[src/rtl/ahb_lite_dbus_master_pkg.sv]
// Shared AHB-Lite encodings and request helpers for the yadan data-bus master.
// Sits next to the existing yadan defines; the instruction-fetch master can reuse it.
package ahb_lite_dbus_master_pkg;

  localparam logic [1:0] HTRANS_IDLE   = 2'b00;
  localparam logic [1:0] HTRANS_NONSEQ = 2'b10;

  localparam logic [2:0] HSIZE_BYTE = 3'b000;
  localparam logic [2:0] HSIZE_HALF = 3'b001;
  localparam logic [2:0] HSIZE_WORD = 3'b010;

  localparam logic [2:0] HBURST_SINGLE = 3'b000;

  localparam logic HRESP_OKAY  = 1'b0;
  localparam logic HRESP_ERROR = 1'b1;

  typedef enum logic [1:0] {
    ST_IDLE = 2'd0,
    ST_ADDR = 2'd1,
    ST_DATA = 2'd2,
    ST_RESP = 2'd3
  } dbus_state_e;

  // Size codes above word are treated as word.
  function automatic logic [2:0] norm_size(input logic [2:0] size);
    return (size > HSIZE_WORD) ? HSIZE_WORD : size;
  endfunction

  function automatic logic is_misaligned(input logic [2:0] size, input logic [1:0] addr_lo);
    logic mis;
    case (size)
      HSIZE_BYTE: mis = 1'b0;
      HSIZE_HALF: mis = addr_lo[0];
      default:    mis = (addr_lo != 2'b00);
    endcase
    return mis;
  endfunction

endpackage

[src/rtl/dbus_lane_align.sv]
// Byte-lane steering between right-aligned core data and the 32-bit AHB data bus.
// Store data is replicated across lanes; load data is shifted down and zero-extended.
module dbus_lane_align
  import ahb_lite_dbus_master_pkg::*;
(
  input  logic [2:0]  size,
  input  logic [1:0]  addr_lo,
  input  logic [31:0] wdata,
  input  logic [31:0] bus_rdata,
  output logic [31:0] bus_wdata,
  output logic [31:0] rdata
);

  logic [31:0] shifted;

  // NOTE: every output of a combinational block gets a default first so no path can infer a latch.
  always_comb begin
    shifted   = bus_rdata >> {addr_lo, 3'b000};
    bus_wdata = wdata;
    rdata     = bus_rdata;
    case (size)
      HSIZE_BYTE: begin
        bus_wdata = {4{wdata[7:0]}};
        rdata     = {24'h0, shifted[7:0]};
      end
      HSIZE_HALF: begin
        bus_wdata = {2{wdata[15:0]}};
        rdata     = {16'h0, shifted[15:0]};
      end
      default: ;
    endcase
  end

endmodule

[src/rtl/ahb_lite_dbus_master.sv]
// Non-pipelined AHB-Lite master for the yadan LSU: one SINGLE NONSEQ transfer per core request,
// with wait-state handling, two-cycle ERROR responses and optional local misalignment rejection.
module ahb_lite_dbus_master
  import ahb_lite_dbus_master_pkg::*;
#(
  parameter logic [3:0] HPROT_VAL   = 4'b0011,
  parameter bit         ALIGN_CHECK = 1'b1
) (
  input  logic        HCLK,
  input  logic        HRESETn,
  input  logic        mem_req_i,
  input  logic        mem_we_i,
  input  logic [31:0] mem_addr_i,
  input  logic [2:0]  mem_size_i,
  input  logic [31:0] mem_wdata_i,
  output logic        mem_ack_o,
  output logic        mem_err_o,
  output logic [31:0] mem_rdata_o,
  output logic        stall_o,
  output logic [31:0] HADDR,
  output logic [1:0]  HTRANS,
  output logic        HWRITE,
  output logic [2:0]  HSIZE,
  output logic [2:0]  HBURST,
  output logic [3:0]  HPROT,
  output logic [31:0] HWDATA,
  input  logic        HREADY,
  input  logic [31:0] HRDATA,
  input  logic        HRESP
);

  dbus_state_e state_q, state_d;

  logic [2:0]  req_size;
  logic        req_misaligned;
  logic [31:0] wdata_q;
  logic [31:0] lane_wdata;
  logic [31:0] lane_rdata;

  assign req_size       = norm_size(mem_size_i);
  assign req_misaligned = ALIGN_CHECK && is_misaligned(req_size, mem_addr_i[1:0]);

  assign HBURST  = HBURST_SINGLE;
  assign HPROT   = HPROT_VAL;
  assign stall_o = mem_req_i & ~mem_ack_o;

  // HADDR/HSIZE hold through the data phase, so they double as the captured request.
  dbus_lane_align u_lane_align (
    .size      (HSIZE),
    .addr_lo   (HADDR[1:0]),
    .wdata     (wdata_q),
    .bus_rdata (HRDATA),
    .bus_wdata (lane_wdata),
    .rdata     (lane_rdata)
  );

  // NOTE: sequential state uses non-blocking assignments so every flop samples pre-edge values.
  always_ff @(posedge HCLK or negedge HRESETn) begin
    if (!HRESETn) state_q <= ST_IDLE;
    else          state_q <= state_d;
  end

  always_comb begin
    state_d = state_q;
    case (state_q)
      ST_IDLE: if (mem_req_i) state_d = req_misaligned ? ST_RESP : ST_ADDR;
      ST_ADDR: if (HREADY) state_d = ST_DATA;
      ST_DATA: if (HREADY) state_d = ST_RESP;
      ST_RESP: state_d = ST_IDLE;
      default: state_d = ST_IDLE;
    endcase
  end

  always_ff @(posedge HCLK or negedge HRESETn) begin
    if (!HRESETn) begin
      HADDR       <= '0;
      HTRANS      <= HTRANS_IDLE;
      HWRITE      <= 1'b0;
      HSIZE       <= HSIZE_BYTE;
      HWDATA      <= '0;
      wdata_q     <= '0;
      mem_ack_o   <= 1'b0;
      mem_err_o   <= 1'b0;
      mem_rdata_o <= '0;
    end else begin
      mem_ack_o <= (state_d == ST_RESP);
      case (state_q)
        ST_IDLE: begin
          if (mem_req_i) begin
            if (req_misaligned) begin
              mem_err_o   <= 1'b1;
              mem_rdata_o <= '0;
            end else begin
              HADDR   <= mem_addr_i;
              HWRITE  <= mem_we_i;
              HSIZE   <= req_size;
              HTRANS  <= HTRANS_NONSEQ;
              wdata_q <= mem_wdata_i;
            end
          end
        end
        ST_ADDR: begin
          if (HREADY) begin
            HTRANS <= HTRANS_IDLE;
            HWDATA <= lane_wdata;
          end
        end
        ST_DATA: begin
          // A first ERROR cycle has HREADY low, so only the final response cycle lands here.
          if (HREADY) begin
            mem_err_o   <= (HRESP == HRESP_ERROR);
            mem_rdata_o <= (HRESP == HRESP_OKAY) ? lane_rdata : '0;
          end
        end
        default: ;
      endcase
    end
  end

endmodule

[config.mk]
export PLATFORM = sky130hd
export DESIGN_NAME = ahb_lite_dbus_master
export DESIGN_NICKNAME = d
export VERILOG_FILES = /design/src/rtl/ahb_lite_dbus_master_pkg.sv /design/src/rtl/dbus_lane_align.sv /design/src/rtl/ahb_lite_dbus_master.sv
export SDC_FILE = /design/constraint.sdc
export NUM_CORES = 1
export LEC_CHECK = 0
export ABC_CLOCK_PERIOD_IN_PS = 4750
export CORE_MARGIN = 1
export CORE_UTILIZATION = 37
export DETAILED_ROUTE_END_ITERATION = 7
export PLACE_DENSITY = 0.64
export SYNTH_ARGS = -nofsm -noshare
export SYNTH_HDL_FRONTEND = slang
export SYNTH_HIERARCHICAL = 1
export SYNTH_SLANG_ARGS = --single-unit
[constraint.sdc]
create_clock -name HCLK -period 4.75 [get_ports HCLK]
set_input_delay 1.425 -clock HCLK [delete_from_list [all_inputs] [get_ports HCLK]]
set_output_delay 1.425 -clock HCLK [all_outputs]
set_load 0.03 [all_outputs]
# == Word level (Yosys, flattened, before mapping) ==
# Index checks and enable logic that the tools add are counted.
# W data, S select, Z words.
# totals
input_bits,105
out_inout_bits,112
reg_bits,138
elab_cells,58
# classes
bitwise_logic,3
magnitude_cmp,1
n_eq_ne,11
reduce_logical,10
muxes,22
shifts,1
# op_table
operator,count
$pmux W32 S2,3
$mux W32,4
$shr A32 B5 Y16,1
$mux W2,7
$ne A2 B2 Y1 const B,5
$pmux W2 S4,1
$reduce_and A4 Y1,2
$eq A2 B2 Y1 const B,3
$eq A3 B1 Y1 const B,2
$logic_not A3 Y1,2
$reduce_bool A2 Y1,3
$pmux W1 S2,2
$pmux W2 S2,1
$gt A3 B2 Y1 const B,1
$mux W1,3
$mux W3,1
$reduce_and A3 Y1,1
$eq A2 B1 Y1 const B,1
$logic_not A2 Y1,1
$not A1 Y1,2
$reduce_and A2 Y1,1
$and A1 B1 Y1,1

# == Depth between registers and ports, before layout ==
# Gate-level depths: netlist (run 1).
# depth
depth_word,8
mapped_depth,8
ltp_nobuf,5

# == By module ==
# Netlist (run 1), hierarchy kept.
# modules_own_cells
mod,area_per_inst_um2,seq_area_each_um2,n_inst,cells_per_inst
ahb_lite_dbus_master,5776.8,3428.3,1,439
dbus_lane_align,1167.4,0.0,1,166

# == Worst setup path before layout (run 1) ==
# Ideal clock, no wire load.
# synth_timing
kind,input-to-output
start,input port mem_req_i
end,output port stall_o
arrival_ns,1.880
path_buffers,0
required_ns,3.325
cell_stages,1
setup_slack_ns,1.445
cell_sequence,nor2b_1
# synth_via
elab_chain_cells,1
# synth_rtl
element,line,rtl
"start, declared",ahb_lite_dbus_master.sv:11,"input logic mem_req_i,"
$and A1 B1 Y1,ahb_lite_dbus_master.sv:45,assign stall_o = mem_req_i & ~mem_ack_o;
"end, declared",ahb_lite_dbus_master.sv:19,"output logic stall_o,"
# No other way between the ends.

# == Worst setup path in the final report (run 1) ==
# Ends and elaborated chain as after synthesis.

==> results of run 1 <==
[worst reg2reg max path: stages, from the launching register on]
cell     delay (ns)
dfrtp_1        0.47
or2_2          0.58
buf_4          0.34
nor2_4         0.26
mux2_2         0.38
mux2_2         0.25
[cell families after synthesis]
kind of cell / count (synthesis) / share of synthesized area [%]
and+or+nand+nor: 155 / 11.3
muxes: 122 / 21.0
DFF: 137 / 49.4
buffers and inverters: 66 / 5.71
other: 2 / 0.108
AOI/OAI and AO/OA: 123 / 12.5
[layout make-up]
cell class,count,share of cell area (%)
Sequential cell,137,35.4
Inverter,2,0.0776
Tap cell,229,2.96
Timing Repair Buffer,220,22.6
Clock buffer,20,4.72
Clock inverter,12,1.46
Multi-Input combinational cell,408,32.8
[per-stage QoR]
step                      worst slack (ns)  total power [W]  hold WS (ns)  utilization, %  cells
after floorplan                       1.44          0.00446         0.479               -    611
after global placement               0.531          0.00571         0.490            50.0    996
after detailed placement             0.554          0.00581         0.493            50.0    996
after CTS                            0.539          0.00717         0.507            53.3   1028
after global routing                 0.511          0.00749         0.517            53.3   1028
final                                0.549          0.00711         0.506            53.3   1028
[sequential cells by signal, indices dropped and copies added (netlist names)]
name / cells
HSIZE: 3
HWDATA: 32
mem_rdata_o: 32
HTRANS: 1
mem_err_o: 1
mem_ack_o: 1
wdata_q: 32
state_q: 2
HADDR: 32
HWRITE: 1
[worst paths after layout]
check / start / to / slack, ns / cells past startpoint
max: mem_req_i / stall_o / 0.55 / 3
min: HWDATA[10] / HWDATA[10] / 0.51 / 1
max reg2reg: HSIZE[1] / HWDATA[11] / 2.37 / 5
min reg2reg: HWDATA[10] / HWDATA[10] / 0.51 / 1
max in group asynchronous: HRESETn / mem_rdata_o[27] / 2.73 / 2
min in group asynchronous: HRESETn / mem_rdata_o[28] / 1.01 / 1
[power breakdown]
| group | leakage [nW] | internal [W] | switching (W) | total [W] |
|---|---|---|---|---|
| combinational | 2.14 | 0.00167 | 0.00190 | 0.00357 |
| clock | 0.276 | 0.000807 | 0.000523 | 0.00133 |
| sequential | 1.65 | 0.00176 | 0.000452 | 0.00221 |
[routing by layer]
layer  global-route usage [%]  vias to the layer above  wire length [microns]
met3                     6.63                       26                   1610
met1                     25.4                     2682                   8140
li1                         -                     2500                      -
met4                     7.08                        0                    315
met5                        0                        -                      0
met2                     33.0                      216                   9320
[layout by cell type (no fill, tap or decap), types with 2 or more instances in the layout]
cell type / instances
bufinv_16: 2
dfrtp_1: 137
inv_6: 3
conb_1: 8
nand3b_1: 8
o21ai_0: 41
mux2i_1: 16
clkbuf_16: 17
a22o_1: 8
clkinvlp_4: 5
nor2_1: 5
mux2_2: 78
a31oi_1: 7
and2_1: 18
clkinv_4: 2
or2_2: 2
clkdlybuf4s50_1: 207
inv_1: 2
o21ai_1: 9
mux2_4: 28
clkbuf_8: 2
nor2b_1: 8
a21oi_1: 4
a2bb2oi_2: 7
nand2_1: 69
o211ai_1: 32
buf_4: 11
o21ai_2: 7
nand3_1: 33
==> impl_metrics.csv, run 1 <==
group,metric,value,unit
outcome,status,"finished with violations",
outcome,violations,"DRC",
setup_path,worstPathArrival,2.78,ns
clock_network,cts_tree,"done",
placement,dpl.hpwl,13.3,mm
global_route,grtUsageTotal,20.4,%
global_route,grt_overflow,0,
routing,drt-initial-drc-count,412,
yosys,synthArstFlopShare,100,%
global_route,grt_pass1_vias,5617,
placement,gp_congestion,0.830,
clock_network,clk_pin_slew,0.06,ns
routing,final_antenna_net_count,0,
yosys,synthMostInstantiatedCell,"dfrtp_1",
global_route,antenna_found_initial,0,
clock_network,cts_resized,0,
clock_network,htree_levels,4,
clock_network,clk_latency,0.42,ns
yosys,post_synth.cell_area_avg,11.5,sq um
setup_path,path_buf_inv,2,
placement,placed_area,0.00908,sq mm
final_layout,fillers,1549,
timing,min_period_over_period,88.4,%
hold_path,hold_class,"flip-flop to flip-flop",
timing,period_needed,4.20,ns
clock_network,cts_setup_buffers,0,
yosys,synth-edff-count,0,
yosys,netlist_top_cells_area,"dfrtp_1 49%, mux2_2 13%, mux2_4 6.1%",
clock_network,cts_buffers,17,
setup_path,cp_slowest_cell,"clkdlybuf4s50_1",
final_layout,antennaDiodeCount,0,
die,core_area,0.0181,sq mm
final_layout,area_growth,39.3,%
timing,setup_violations,0,
timing,skew,0.00899,ns
timing,hold_viol_final,0,
die,start_util,38.3,%
timing,tns,0,ns
die,die_w,139,microns
die,num_rows,49,
routing,drc,18,
timing,worst_pin_slew,0.811,ns
global_route,grt_pass1_wl,30.7,mm
setup_path,path_class,"primary input to primary output",
timing,rsz0062_at_grt,"no",
routing,firstDrtPassIters,7,
setup_path,cpPeakStageDelay,0.67,ns
yosys,netlist.area_leader.share,49.4,%
routing,wl,19.4,mm
final_layout,drive_gt1_share,21.9,%
die,fp.dieH,139,microns
setup_path,crit_path_end_kind,"primary output",
yosys,ys_types,45,
setup_path,cp_cell_sequence,"clkdlybuf4s50_1 -> nor2b_1 -> clkdlybuf4s50_1",
setup_path,cpMostUsedCell,"clkdlybuf4s50_1",
pwr,power.density,735,mW/mm^2
yosys,syn_inst,605,
yosys,yosysSeqAreaShare,49.4,%
yosys,synth.ff_latch_count,137,
routing,num_vias,5424,
final_layout,seq_area,0.00343,sq mm
clock_network,cts_root_buffer,"clkbuf_16",
yosys,mappedNetlistArea,0.00694,sq mm
timing,slew-limit-headroom,45.9,%
setup_path,crit_fanout,3,
pwr,ir_drop,0.000344,V
clock_network,clockBufferDepth,2,
final_layout,multi_input_area,0.00317,sq mm
yosys,synth.largest_area_cell,"dfrtp_1",
placement,io_buffers,208,
yosys,ys_warn_count,6,
setup_path,required,3.32,ns
yosys,synth_ff_type,"dfrtp_1",
routing,routedWlPerCell,18.9,microns
die,io_pins,217,
pwr,p_leak,4.06,nW
setup_path,crit_family,"buffers and inverters",
die,die-area,0.0193,sq mm
global_route,grt_max_degree,78,
yosys,synth_common_cells,"137 x dfrtp_1, 78 x mux2_2, 69 x nand2_1",
final_layout,nets,891,
run,drv_cap,0,
timing,fmax,0.238,GHz
setup_path,startpoint_type,"primary input",
routing,vias_per_cell,5.28,
timing,slew_violations,0,
final_layout,finish.instance_area,0.00968,sq mm
clock_network,cts_hold_buf,0,
clock_network,cts.sinks,137,
Note: power is estimated with default switching activity, not from simulation.
==> run 2, diff against run 1 <==
--- a/config.mk
+++ b/config.mk
@@ -5,7 +5,6 @@
 export SDC_FILE = /design/constraint.sdc
 export NUM_CORES = 1
 export LEC_CHECK = 0
-export ABC_CLOCK_PERIOD_IN_PS = 4750
 export CORE_MARGIN = 1
 export CORE_UTILIZATION = 37
 export DETAILED_ROUTE_END_ITERATION = 7
==> results of run 2 <==
No change in the layout: final DEF, timing and power equal those of run 1.
